==> src/rtl/clock_reset_manager.sv <==
// Purpose: PLL lock filter, staggered per-channel reset release and per-channel clock-enable dividers.
// Latency: locked_in -> FSM is 2 sync flops + 1 edge; rst_out[i] drops 3+LOCK_FILTER+i*RST_STAGGER edges after lock.
// Backpressure: none; free-running outputs. Optional loss counter built only when CLKMGR_LOSS_COUNT_EN is defined.
module clock_reset_manager #(
  parameter int NUM_CH      = 4,
  parameter int DIV_W       = 16,
  parameter int LOCK_FILTER = 1024,
  parameter int RST_STAGGER = 16
) (
  input  logic                    clock_in,
  input  logic                    reset,
  input  logic                    locked_in,
  input  logic [NUM_CH*DIV_W-1:0] div_ratio,
  output logic [NUM_CH-1:0]       rst_out,
  output logic [NUM_CH-1:0]       ce_out,
  output logic                    locked_out,
  output logic [7:0]              lock_lost_cnt
);

  localparam int FILT_W   = $clog2(LOCK_FILTER);
  // Stagger counter tops out at the last channel's release offset; +1 keeps width >= 1 for NUM_CH=1.
  localparam int STAG_MAX = (NUM_CH - 1) * RST_STAGGER + 1;
  localparam int STAG_W   = $clog2(STAG_MAX + 1);

  typedef enum logic [1:0] {
    WAIT_LOCK = 2'd0,
    FILTER    = 2'd1,
    RELEASE   = 2'd2,
    RUN       = 2'd3
  } state_e;

  logic [1:0]        sync_q;
  logic              lock_s;
  state_e            state_q, state_d;
  logic [FILT_W-1:0] filt_q, filt_d;
  logic [STAG_W-1:0] stag_q, stag_d;
  logic [NUM_CH-1:0] rst_q, rst_d;
  logic              locked_q;

  assign lock_s = sync_q[1];

  // Two-flop synchroniser for the asynchronous PLL lock flag.
  always_ff @(posedge clock_in or posedge reset) begin
    if (reset) begin
      sync_q <= 2'b00;
    end else begin
      sync_q <= {sync_q[0], locked_in};
    end
  end

  // Sequencer state, counters and registered reset / locked outputs.
  always_ff @(posedge clock_in or posedge reset) begin
    if (reset) begin
      state_q  <= WAIT_LOCK;
      filt_q   <= '0;
      stag_q   <= '0;
      rst_q    <= '1;
      locked_q <= 1'b0;
    end else begin
      state_q  <= state_d;
      filt_q   <= filt_d;
      stag_q   <= stag_d;
      rst_q    <= rst_d;
      locked_q <= (state_d == RUN);
    end
  end

  // Next-state logic: lock loss always wins over forward progress.
  always_comb begin
    state_d = state_q;
    filt_d  = filt_q;
    stag_d  = stag_q;
    rst_d   = rst_q;
    case (state_q)
      WAIT_LOCK: begin
        rst_d = '1;
        if (lock_s) begin
          state_d = FILTER;
          filt_d  = '0;
        end
      end
      FILTER: begin
        rst_d = '1;
        if (!lock_s) begin
          state_d = WAIT_LOCK;
        end else if (filt_q == FILT_W'(LOCK_FILTER - 1)) begin
          // Channel 0 is released on the RELEASE entry edge itself.
          state_d  = RELEASE;
          stag_d   = '0;
          rst_d[0] = 1'b0;
        end else begin
          filt_d = filt_q + FILT_W'(1);
        end
      end
      RELEASE: begin
        if (!lock_s) begin
          state_d = WAIT_LOCK;
          rst_d   = '1;
        end else if (!rst_q[NUM_CH-1]) begin
          state_d = RUN;
        end else begin
          stag_d = stag_q + STAG_W'(1);
          for (int i = 1; i < NUM_CH; i++) begin
            if (int'(stag_d) == i * RST_STAGGER) begin
              rst_d[i] = 1'b0;
            end
          end
        end
      end
      RUN: begin
        if (!lock_s) begin
          state_d = WAIT_LOCK;
          rst_d   = '1;
        end
      end
      default: begin
        state_d = WAIT_LOCK;
        rst_d   = '1;
      end
    endcase
  end

  assign rst_out    = rst_q;
  assign locked_out = locked_q;

  for (genvar g = 0; g < NUM_CH; g++) begin : g_div
    logic [DIV_W-1:0] ratio_now;
    logic [DIV_W-1:0] ratio_q;
    logic [DIV_W-1:0] cnt_q;
    logic [DIV_W-1:0] last_cnt;
    logic             ce_q;

    assign ratio_now = div_ratio[g*DIV_W +: DIV_W];
    // Ratios 0 and 1 both mean "enable every cycle".
    assign last_cnt  = (ratio_q == '0) ? '0 : ratio_q - DIV_W'(1);

    // Divider: held while in reset or being forced back into reset; ratio reloads on release and every wrap.
    always_ff @(posedge clock_in or posedge reset) begin
      if (reset) begin
        cnt_q   <= '0;
        ratio_q <= '0;
        ce_q    <= 1'b0;
      end else if (rst_q[g] || rst_d[g]) begin
        cnt_q   <= '0;
        ratio_q <= ratio_now;
        ce_q    <= 1'b0;
      end else if (cnt_q == last_cnt) begin
        cnt_q   <= '0;
        ratio_q <= ratio_now;
        ce_q    <= 1'b1;
      end else begin
        cnt_q   <= cnt_q + DIV_W'(1);
        ce_q    <= 1'b0;
      end
    end

    assign ce_out[g] = ce_q;
  end

`ifdef CLKMGR_LOSS_COUNT_EN
  logic [7:0] lost_q;
  logic       loss_evt;

  // A loss only counts once the reset release has started; FILTER aborts are not losses.
  assign loss_evt = ((state_q == RELEASE) || (state_q == RUN)) && !lock_s;

  // Saturating lock-loss counter.
  always_ff @(posedge clock_in or posedge reset) begin
    if (reset) begin
      lost_q <= 8'd0;
    end else if (loss_evt && (lost_q != 8'hFF)) begin
      lost_q <= lost_q + 8'd1;
    end
  end

  assign lock_lost_cnt = lost_q;
`else
  assign lock_lost_cnt = 8'd0;
`endif

endmodule

==> config.mk <==
export PLATFORM = sky130hd
export DESIGN_NAME = clock_reset_manager
export DESIGN_NICKNAME = d
export VERILOG_FILES = /design/src/rtl/clock_reset_manager.sv
export SDC_FILE = /design/constraint.sdc
export NUM_CORES = 1
export LEC_CHECK = 0
export BUFFER_PORTS_ARGS = -buffer_cell sky130_fd_sc_hd__buf_2
export CORE_ASPECT_RATIO = 1.25
export CORE_MARGIN = 5
export CORE_UTILIZATION = 60
export CTS_CLUSTER_DIAMETER = 100
export DETAILED_ROUTE_END_ITERATION = 12
export GPL_ROUTABILITY_DRIVEN = 0
export PLACE_DENSITY = 0.9
export SYNTH_ARGS = -nofsm -noshare
export SYNTH_HDL_FRONTEND = slang
export SYNTH_SLANG_ARGS = --single-unit
==> constraint.sdc <==
create_clock -name clock_in -period 16.9 [get_ports clock_in]
set_input_delay 3.38 -clock clock_in [delete_from_list [all_inputs] [get_ports clock_in]]
set_output_delay 3.38 -clock clock_in [all_outputs]
set_load 0.02 [all_outputs]
# After elaboration in Yosys (flattened, before gate mapping)
# Index checks and enable logic that the tools add are counted.
totals:
  regBits: 157
  input_bits: 67
  elab_cells: 117
op_classes:
  n_addsub: 10
  n_eq_ne: 18
  n_mux: 54
  reduce_logical: 17
op_table:
  columns: ["cell", "count"]
  rows:
  - ["$mux 16", 20]
  - ["$add 16x1->16 const B", 4]
  - ["$eq 16x16->1", 4]
  - ["$logic_not 16->1", 4]
  - ["$sub 16x1->16 const B", 4]
  - ["$mux 10", 3]
  - ["$mux 6", 4]
  - ["$pmux 10 s2", 1]
  - ["$pmux 4 s4", 1]
  - ["$mux 1", 14]
  - ["$eq 6x6->1 const B", 2]
  - ["$mux 2", 6]
  - ["$ne 2x2->1 const B", 6]
  - ["$pmux 6 s2", 1]
  - ["$reduce_bool 2->1", 6]
  - ["$add 10x1->10 const B", 1]
  - ["$eq 10x10->1 const B", 1]
  - ["$pmux 2 s4", 1]
  - ["$add 6x1->6 const B", 1]
  - ["$eq 2x2->1 const B", 3]
  - ["$eq 6x5->1 const B", 1]
  - ["$mux 3", 2]
  - ["$reduce_and 5->1", 1]
  - ["$logic_or 1x1->1", 4]
  - ["other kinds (4)", 4]

# Longest topological paths before layout
# Gate-level depths: netlist of run 1.
depth:
  word_depth: 8
  depth_mapped: 13

# Worst setup path before layout of run 1
# OpenSTA, ideal clock, no wires.
synth_path:
  path_type: "register -> output"
  start: "reg rst_q[3], in the netlist rst_out[3]"
  end: "out rst_out[3]"
  arrival_ns: 0.604
  required_time_ns: 13.520
  slack_ns: 12.916
  path_stages_with_launch: 1
  path_buffers: 0
  cell_sequence: "dfstp_2"
synth_rtl:
  columns: ["item", "line", "rtl"]
  rows:
  - ["start, declared", "37", "logic [NUM_CH-1:0] rst_q, rst_d;"]
  - ["start signal, assigned", "63", "rst_q <= rst_d;"]
  - ["end, declared", "14", "output logic [NUM_CH-1:0] rst_out,"]
# No word-level cell between the ends.

# Worst setup path in the final report of run 1
layout_path:
  start: "reg rst_q[3], in the netlist rst_out[3]"
  end: "out rst_out[3]"
# No word-level cell between the ends.

==> impl_metrics.tcl, run 1 <==
set metrics [dict create \
    core_area_um2 16100 \
    synth.yosys.seq_area_share 0.405 \
    crit_type "register to output port" \
    netlist_instances 1029 \
    layout.nets 1148 \
    finClkSkew_ns 0.00917 \
    period_needed_ns 4.59 \
    vias_per_cell 6.09 \
    path_max_fanout 7 \
    worstPathArrival_ns 1.21 \
    synth_area_leader_cell "dfrtp_1" \
    critPathBufInv 1 \
    cts_setup_buffers 0 \
    critical_path.slowest_cell "dfstp_2" \
    synthMuxAreaShare 0.0906 \
    r2r-start "g_div[0].ratio_q[12]$_DFFE_PP0P_" \
    ys_top_cells_by_area "dfrtp_1 39%, xor2_1 5.9%, xnor2_1 5.1%" \
    fmax_mhz 218 \
    grt.total_usage 0.226 \
    setup_viol 0 \
    holdPathStages 0 \
    post_cts_resized 0 \
    syn_area_um2 9720 \
    crit_family "flip-flops" \
    drt-pass1-iter-count 5 \
    hold_buffers 0 \
    io_buffers 75 \
    postSynthAreaPerCell_um2 9.45 \
    clockRootBuffer "clkbuf_16" \
    io_pins 84 \
    synth-seq-cells 157 \
    worst_slew_pin_slew_ns 0.909 \
    worstPathCellList "buf_2" \
    grt_max_degree 105 \
    drc 0 \
    numClockSinks 157 \
    hold_class "register to register" \
    die_x_um 124 \
    cts-htree-levels 4 \
    vdd_drop_max_mv 0.0724 \
    synth_compound_area_frac 0.106 \
    rsz0062_at_grt "no" \
    hold_violations 0 \
    whs_ns 0.367 \
    hold_path_startpoint "sync_q[0]$_DFF_PP0_" \
    status "complete, no violations" \
    synth-edff-count 0 \
    r2r_setup_slack_ns 12.79 \
    fin_setup_tns_ns 0 \
    start_util 0.605 \
    clk_latency_ns 0.43 \
    ff2ff_path_depth 9 \
    vias 7911 \
    worst_setup_path_start_kind "register" \
    cts_tree "done" \
    required_ns 13.52 \
    drive_above_1_share 0.166 \
    min_period_over_period 0.272 \
    post-dp-hpwl_mm 14.5 \
    p_leak_nw 4.37 \
    clk_pin_slew_worst_paths_ns 0.06 \
    slew_viol_final 0 \
    r2r-end "g_div[0].ratio_q[0]$_DFFE_PP0P_" \
    yosysTopAreaCellShare 0.394 \
    cpPeakStageDelay_ns 0.59 \
    synth-adder-area-share 0.0129 \
    wl_per_cell_um 16.1 \
    ys_warn_count 0 \
    diodes 0 \
    drt-total-wl_mm 20.9 \
    num_rows 52 \
    cap_violations 0 \
    synthToLayoutAreaGrowth_pct 10.2 \
    slew_headroom 0.392 \
    synthFlopType "dfrtp_1" \
    antenna_found_initial 0 \
    cts_made_buffers 17 \
    synth-simple-area-share 0.228 \
    grt_overflow 0 \
    clock_path_buffers 2 \
    drtAntennaViolNets 0 \
    min_to "sync_q[1]$_DFF_PP0_" \
    dieArea_um2 18900 \
    async_flop_share 1.00 \
    first_global_vias 7619 \
    grt_pass1_wl_mm 35.2 \
    synth_top_family_by_area "simple AND/OR/NAND/NOR gates" \
    end_kind "output port" \
    die_y_um 152 \
    synthXorXnorAreaFrac 0.110 \
    powerDensity_nw_per_um2 81.1 \
    ys_types 81 \
    initialDrtViolationCount 551 \
]
## cells by family (layout without fill, tap and decap cells)
family,after synthesis,count (layout)
flip-flops,157,157
buffers and inverters,92,140
multiplexers,76,76
other,1,8
AO/OA/AOI/OAI,147,147
AND/OR/NAND/NOR,424,424
adder cells (fa/ha/maj),10,10
XOR/XNOR,122,122
## registers in the layout, indices dropped and copies added, names as in the netlist, 2 cells and up
name           count
state_q            2
sync_q             2
rst_out            4
stag_q             6
g_div.ce_q         4
g_div.ratio_q     64
filt_q            10
g_div.cnt_q       64
## cell usage after synthesis, types with 6 or more instances
cell type,instances
dfrtp_1,153
nor2_1,131
xor2_1,65
nand3_1,60
xnor2_1,57
nand2_1,51
o21ai_0,40
clkbuf_1,34
inv_1,29
mux2_1,28
mux2_2,28
nor3_1,27
nor4_1,27
a21oi_1,26
and3_1,21
buf_4,19
or3_1,19
nand4_1,16
nor2b_1,13
ha_1,10
mux2_4,10
mux2i_1,10
nand4b_1,8
or4_1,8
buf_2,6
o21a_1,6
or2_2,6
## layout by cell type (no fill, tap or decap), types with 19 or more instances in the layout
master,netlist,layout
dfrtp_1,153,153
nor2_1,131,131
buf_2,6,75
xor2_1,65,65
nand3_1,60,60
xnor2_1,57,57
nand2_1,51,51
o21ai_0,40,40
inv_1,29,28
mux2_2,28,28
mux2_1,28,28
nor3_1,27,27
nor4_1,27,27
a21oi_1,26,26
and3_1,21,21
or3_1,19,19
## layer usage
metal / global-route usage / routed length (um) / vias up
met3: 0.0483 / 1230 / 72
met2: 0.375 / 10400 / 293
met4: 0.0860 / 555 / 0
met1: 0.287 / 8720 / 3795
li1: - / - / 3751
met5: 0 / 0 / -
## how the worst max path moves through the flow
stage,start,to,slack [ns],cells after the start
floorplan,reset,filt_q[0]$_DFFE_PP0P_,9.29,1
global placement,reset,g_div[1].cnt_q[4]$_DFF_PP0_,12.02,3
detailed placement,reset,g_div[2].cnt_q[13]$_DFF_PP0_,11.98,3
CTS,rst_out[3]$_DFF_PP1_,rst_out[3],12.29,1
global route,reset,stag_q[4]$_DFFE_PP0P_,12.21,3
finish,rst_out[3]$_DFF_PP1_,rst_out[3],12.31,1
## per-stage QoR
stage          area [um^2]  worst slack (ns)  power [mW]   util  cells
6_report             10700             12.31       0.869  0.667   1300
2_1_floorplan         9750              9.29       0.450      -   1036
5_1_grt              10700             12.21       0.902  0.667   1300
3_3_place_gp         10100             12.02       0.465  0.628   1268
4_1_cts              10700             12.29       0.874  0.667   1300
3_5_place_dp         10100             11.98       0.468  0.628   1268
## cell type report
class	count	area [um^2]
Tap cell	216	270
Clock buffer	21	460
Fill cell	1216	5360
Timing Repair Buffer	79	405
Inverter	29	114
Sequential cell	157	3930
Clock inverter	11	165
Multi-Input combinational cell	787	5370
## power by group
part | leakage, nW | switching (mW) | total [mW] | internal [mW]
Clock | 0.307 | 0.152 | 0.406 | 0.254
Combinational | 2.04 | 0.0333 | 0.0618 | 0.0285
Sequential | 2.02 | 0.0160 | 0.401 | 0.385
(Power assumes the default switching activity.)
==> run 2, diff against run 1 <==
Clock period 16.9 ns to 4.3 ns, I/O delays scaled along.
==> run 2 against run 1 <==
Global-route usage grew 0.73 points. Critical path type is now register to register. Sequential cell count is the same. Setup slack lost 12 ns. Sequential share of layout area shrank 0.35 points. Via count grew 0.10%. Total power grew to 3.9 times the previous value. Sequential power grew to 3.9 times the previous value. Clock power grew to 4.0 times the previous value. Register-to-register slack lost 12 ns. Utilization grew 0.64 points. Wire length grew 0.83%. Cell area grew 0.96%.
==> impl_metrics.tcl, run 2 (synthesized netlist as in run 1, its figures left out) <==
set metrics [dict create \
    status "complete, no violations" \
    grt_pass1_wl_mm 36.2 \
    drc 0 \
    layout_setup_ws_ns 0.508 \
    slew_viol_final 0 \
    clkPwrFrac 0.468 \
    post_cts_resized 0 \
    wl_per_cell_um 16.1 \
    cpPeakStageDelay_ns 0.59 \
    cts-htree-levels 4 \
    initialDrtViolationCount 566 \
    slew_headroom 0.361 \
    clock_path_buffers 2 \
    rsz0062_at_grt "no" \
    layout.nets 1159 \
    num_rows 52 \
    drive_above_1_share 0.175 \
    hold_buffers 0 \
    vias 7919 \
    fmax_mhz 264 \
    numClockSinks 157 \
    p_comb_frac 0.073 \
    clk_latency_ns 0.43 \
    critical_path.slowest_cell "or4b_2" \
    crit_type "register to register" \
    cts_setup_buffers 0 \
    die_x_um 124 \
    hold_class "register to register" \
    antenna_found_initial 1 \
    pre_cts_slack_ns 0.594 \
    vias_per_cell 6.04 \
    worstPathCellList "inv_1, ha_1, or4b_2, nor4_1, mux2i_1, mux2i_1, nor4_1, o2111ai_1, o31ai_4, buf_4, mux2_1" \
    path_max_fanout 31 \
    required_ns 4.61 \
    drt-pass1-iter-count 5 \
    diodes 0 \
    grt_overflow 0 \
    drt-total-wl_mm 21.1 \
    cts_tree "done" \
    clockRootBuffer "clkbuf_16" \
    min_period_over_period 0.882 \
    dieArea_um2 18900 \
    final_cell_mix "153 x dfrtp_1, 131 x nor2_1, 75 x buf_2, 65 x xor2_1, 60 x nand3_1" \
    worst_slew_pin_slew_ns 0.957 \
    utilization 0.673 \
    worstPathArrival_ns 4.10 \
    post-dp-hpwl_mm 14.9 \
    seqPwrFrac 0.459 \
    die_y_um 152 \
    clk_pin_slew_worst_paths_ns 0.06 \
    fin_setup_tns_ns 0 \
    power_switching_uw 787 \
    grt.total_usage 0.233 \
    critPathBufInv 2 \
    worst_setup_path_start_kind "register" \
    whs_ns 0.347 \
    period_needed_ns 3.79 \
    grt_max_degree 47 \
    synthToLayoutAreaGrowth_pct 11.3 \
    cts_made_buffers 17 \
    powerDensity_nw_per_um2 317 \
    cap_violations 0 \
    start_util 0.605 \
    swShare 0.229 \
    vdd_drop_max_mv 0.253 \
    hold_violations 0 \
    finClkSkew_ns 0.00655 \
    p_int_mw 2.64 \
    first_global_vias 7812 \
    setup_viol 0 \
    drtAntennaViolNets 0 \
    final_common_cell "dfrtp_1" \
    crit_family "simple AND/OR/NAND/NOR gates" \
    core_area_um2 16100 \
    top_regs "g_div.cnt_q (64), g_div.ratio_q (64), filt_q (10)" \
    io_pins 84 \
    p_leak_nw 4.43 \
    end_kind "register" \
    io_buffers 75 \
]
-- run 2: worst paths after layout --
kind / from / to / slack [ns] / cells past startpoint
worst min-delay path: sync_q[0]$_DFF_PP0_ / sync_q[1]$_DFF_PP0_ / 0.35 / 0
max in group asynchronous: reset / g_div[0].cnt_q[6]$_DFF_PP0_ / 2.62 / 3
worst min register to register: sync_q[0]$_DFF_PP0_ / sync_q[1]$_DFF_PP0_ / 0.35 / 0
worst max-delay path: g_div[3].ratio_q[0]$_DFFE_PP0P_ / g_div[3].ratio_q[11]$_DFFE_PP0P_ / 0.51 / 11
worst max register to register: g_div[3].ratio_q[0]$_DFFE_PP0P_ / g_div[3].ratio_q[11]$_DFFE_PP0P_ / 0.51 / 11
min in group asynchronous: reset / g_div[1].cnt_q[2]$_DFF_PP0_ / 0.63 / 2
-- run 2: metal layers --
layer / GRT usage / part of all wire
met1: 0.292 / 0.41
met2: 0.384 / 0.51
met3: 0.0531 / 0.054
met4: 0.100 / 0.030
met5: 0 / 0.00033
-- run 2: power groups by stage --
stage                     combinational (mW)  sequential [mW]  clock [mW]
after floorplan                        0.197             1.57           0
after global placement                 0.237             1.60           0
after detailed placement               0.245             1.60           0
after CTS                              0.250             1.57        1.63
after global routing                   0.280             1.58        1.70
final                                  0.249             1.58        1.61
-- run 2: through the flow --
step | instance area (um^2) | power [mW] | cells
floorplan | 9750 | 1.77 | 1036
global placement | 10200 | 1.83 | 1279
detailed placement | 10200 | 1.84 | 1279
CTS | 10800 | 3.45 | 1311
global route | 10800 | 3.56 | 1311
finish | 10800 | 3.43 | 1311
-- run 2: area by class of cell --
cell class                      count  area (um^2)
Multi-Input combinational cell    787         5370
Fill cell                        1198         5250
Sequential cell                   157         3930
Timing Repair Buffer               90          500
Clock buffer                       21          470
Tap cell                          216          270
Clock inverter                     11          164
Inverter                           29          113
==> run 3, diff against run 2 <==
Settings changed: CELL_PAD_IN_SITES_DETAIL_PLACEMENT set to 0, CELL_PAD_IN_SITES_GLOBAL_PLACEMENT set to 2, CORE_UTILIZATION 60 to 38, RECOVER_POWER set to 25.
==> run 3 against run 2 <==
The flow now finishes with violations (max-capacitance violations, max-slew violations). Register-to-register slack gained 0.14 ns. Wire length grew 3.7%. Non-clock buffer count is the same. Fmax grew 3.7%. Utilization shrank 24 points. Setup slack gained 0.14 ns. Cell area grew 1.0%. Largest cell class unchanged. Largest power group is now registers.
==> impl_metrics.tcl, run 3 (synthesized netlist as in run 1, its figures left out) <==
set metrics [dict create \
    status "finished, violations left" \
    violations "max-capacitance violations, max-slew violations" \
    worst_slew_pin_slew_ns 2.19 \
    layout_setup_ws_ns 0.643 \
    rsz0062_at_grt "no" \
    fmax_mhz 273 \
    io_pins 84 \
    numClockSinks 157 \
    p_leak_nw 4.41 \
    drive_above_1_share 0.175 \
    clockRootBuffer "clkbuf_16" \
    placed_area_um2 10300 \
    final_common_cell "dfrtp_1" \
    dp.cells 1398 \
    num_rows 65 \
    cts_setup_buffers 0 \
    clk_pin_slew_worst_paths_ns 0.07 \
    slew_viol_final 158 \
    hold_path_startpoint "sync_q[0]$_DFF_PP0_" \
    min_period_over_period 0.850 \
    required_ns 4.63 \
    path_max_fanout 11 \
    hold_violations 0 \
    vdd_drop_max_mv 0.250 \
    min_to "sync_q[1]$_DFF_PP0_" \
    start_util 0.386 \
    die_y_um 189 \
    synthToLayoutAreaGrowth_pct 12.4 \
    worstPathCellList "inv_1, ha_1, or3b_2, nor4_4, nand2_2, a211o_1, a221oi_2, o2111ai_2, o21bai_4, buf_4, mux2_2" \
    setup_viol 0 \
    antenna_found_initial 0 \
    crit_type "register to register" \
    grt_pass1_wl_mm 38.1 \
    post-dp-hpwl_mm 15.8 \
    powerDensity_nw_per_um2 306 \
    finClkSkew_ns 0.0217 \
    p_total_mw 3.35 \
    hold_class "register to register" \
    r2r-start "g_div[1].ratio_q[0]$_DFFE_PP0P_" \
    drt-total-wl_mm 21.9 \
    cts-htree-levels 4 \
    pre_cts_slack_ns 0.662 \
    initialDrtViolationCount 367 \
    first_global_vias 7669 \
    cap_violations 1 \
    final_cell_mix "153 x dfrtp_1, 131 x nor2_1, 74 x buf_2, 65 x xor2_1, 60 x nand3_1" \
    drtAntennaViolNets 0 \
    layout.nets 1159 \
    cts_made_buffers 17 \
    hold_buffers 0 \
    end_kind "register" \
    grt_max_degree 158 \
    fin_setup_tns_ns 0 \
    ff2ff_path_depth 11 \
    r2r_setup_slack_ns 0.64 \
    clock_path_buffers 2 \
    r2r-end "g_div[1].ratio_q[13]$_DFFE_PP0P_" \
    wl_per_cell_um 15.3 \
    drc 0 \
    dieArea_um2 28900 \
    holdPathStages 0 \
    die_x_um 153 \
    final_cells 1430 \
    cpPeakStageDelay_ns 0.51 \
    crit_path_start "g_div[1].ratio_q[0]$_DFFE_PP0P_" \
    io_buffers 75 \
    vias_per_cell 5.30 \
    critical_path.slowest_cell "or3b_2" \
    core_area_um2 25200 \
    crit_family "simple AND/OR/NAND/NOR gates" \
    final_area_um2 10900 \
    grt.total_usage 0.155 \
    worstPathArrival_ns 3.99 \
    cts_tree "done" \
    worst_setup_path_start_kind "register" \
    critPathBufInv 2 \
    post_cts_resized 0 \
    grt_overflow 0 \
    period_needed_ns 3.66 \
    diodes 0 \
    top_regs "g_div.cnt_q (64), g_div.ratio_q (64), filt_q (10)" \
    drt-pass1-iter-count 5 \
    slew_headroom -0.458 \
    vias 7575 \
    clk_latency_ns 0.44 \
]
## run 3: changes by cell type in the layout (fill, tap and decap cells not counted), moves of 2 or more
cell,change
inv_6,+5
clkbuf_8,-2
clkinvlp_4,-2
clkinv_4,+4
bufinv_16,-2
clkinv_2,-2
## run 3: worst max path at each step
stage | endpoint | slack (ns) | cells after the start
after floorplan | g_div[3].ratio_q[4]$_DFFE_PP0P_ | 1.04 | 12
after global placement | g_div[1].ratio_q[14]$_DFFE_PP0P_ | 0.73 | 11
after detailed placement | g_div[1].ratio_q[14]$_DFFE_PP0P_ | 0.66 | 11
after CTS | g_div[1].ratio_q[13]$_DFFE_PP0P_ | 0.64 | 11
after global routing | g_div[1].ratio_q[14]$_DFFE_PP0P_ | 0.34 | 11
final | g_div[1].ratio_q[13]$_DFFE_PP0P_ | 0.64 | 11
## run 3: cell type report
| type | count | area, um^2 |
|---|---|---|
| Fill cell | 2527 | 14300 |
| Clock buffer | 18 | 439 |
| Inverter | 29 | 113 |
| Sequential cell | 157 | 3930 |
| Tap cell | 335 | 419 |
| Timing Repair Buffer | 90 | 499 |
| Clock inverter | 14 | 158 |
| Multi-Input combinational cell | 787 | 5370 |
## run 3: metrics by stage
| stage | hold WS, ns | util |
|---|---|---|
| final | 0.367 | 0.433 |
| after global routing | 0.383 | 0.433 |
| after CTS | 0.374 | 0.434 |
| after detailed placement | 0.358 | 0.410 |
| after global placement | 0.338 | 0.410 |
| after floorplan | 0.331 | - |
## run 3: per-layer routing
layer	track usage	share of wire	vias up
met1	0.200	0.47	3680
met4	0.0442	0.010	0
li1	-	-	3759
met5	0	0	-
met3	0.0285	0.025	12
met2	0.268	0.50	124
## run 3: report_power, final
part           internal, mW  switching, mW  total, mW
sequential             1.51         0.0627       1.58
clock                 0.882          0.647       1.53
combinational         0.113          0.128      0.241
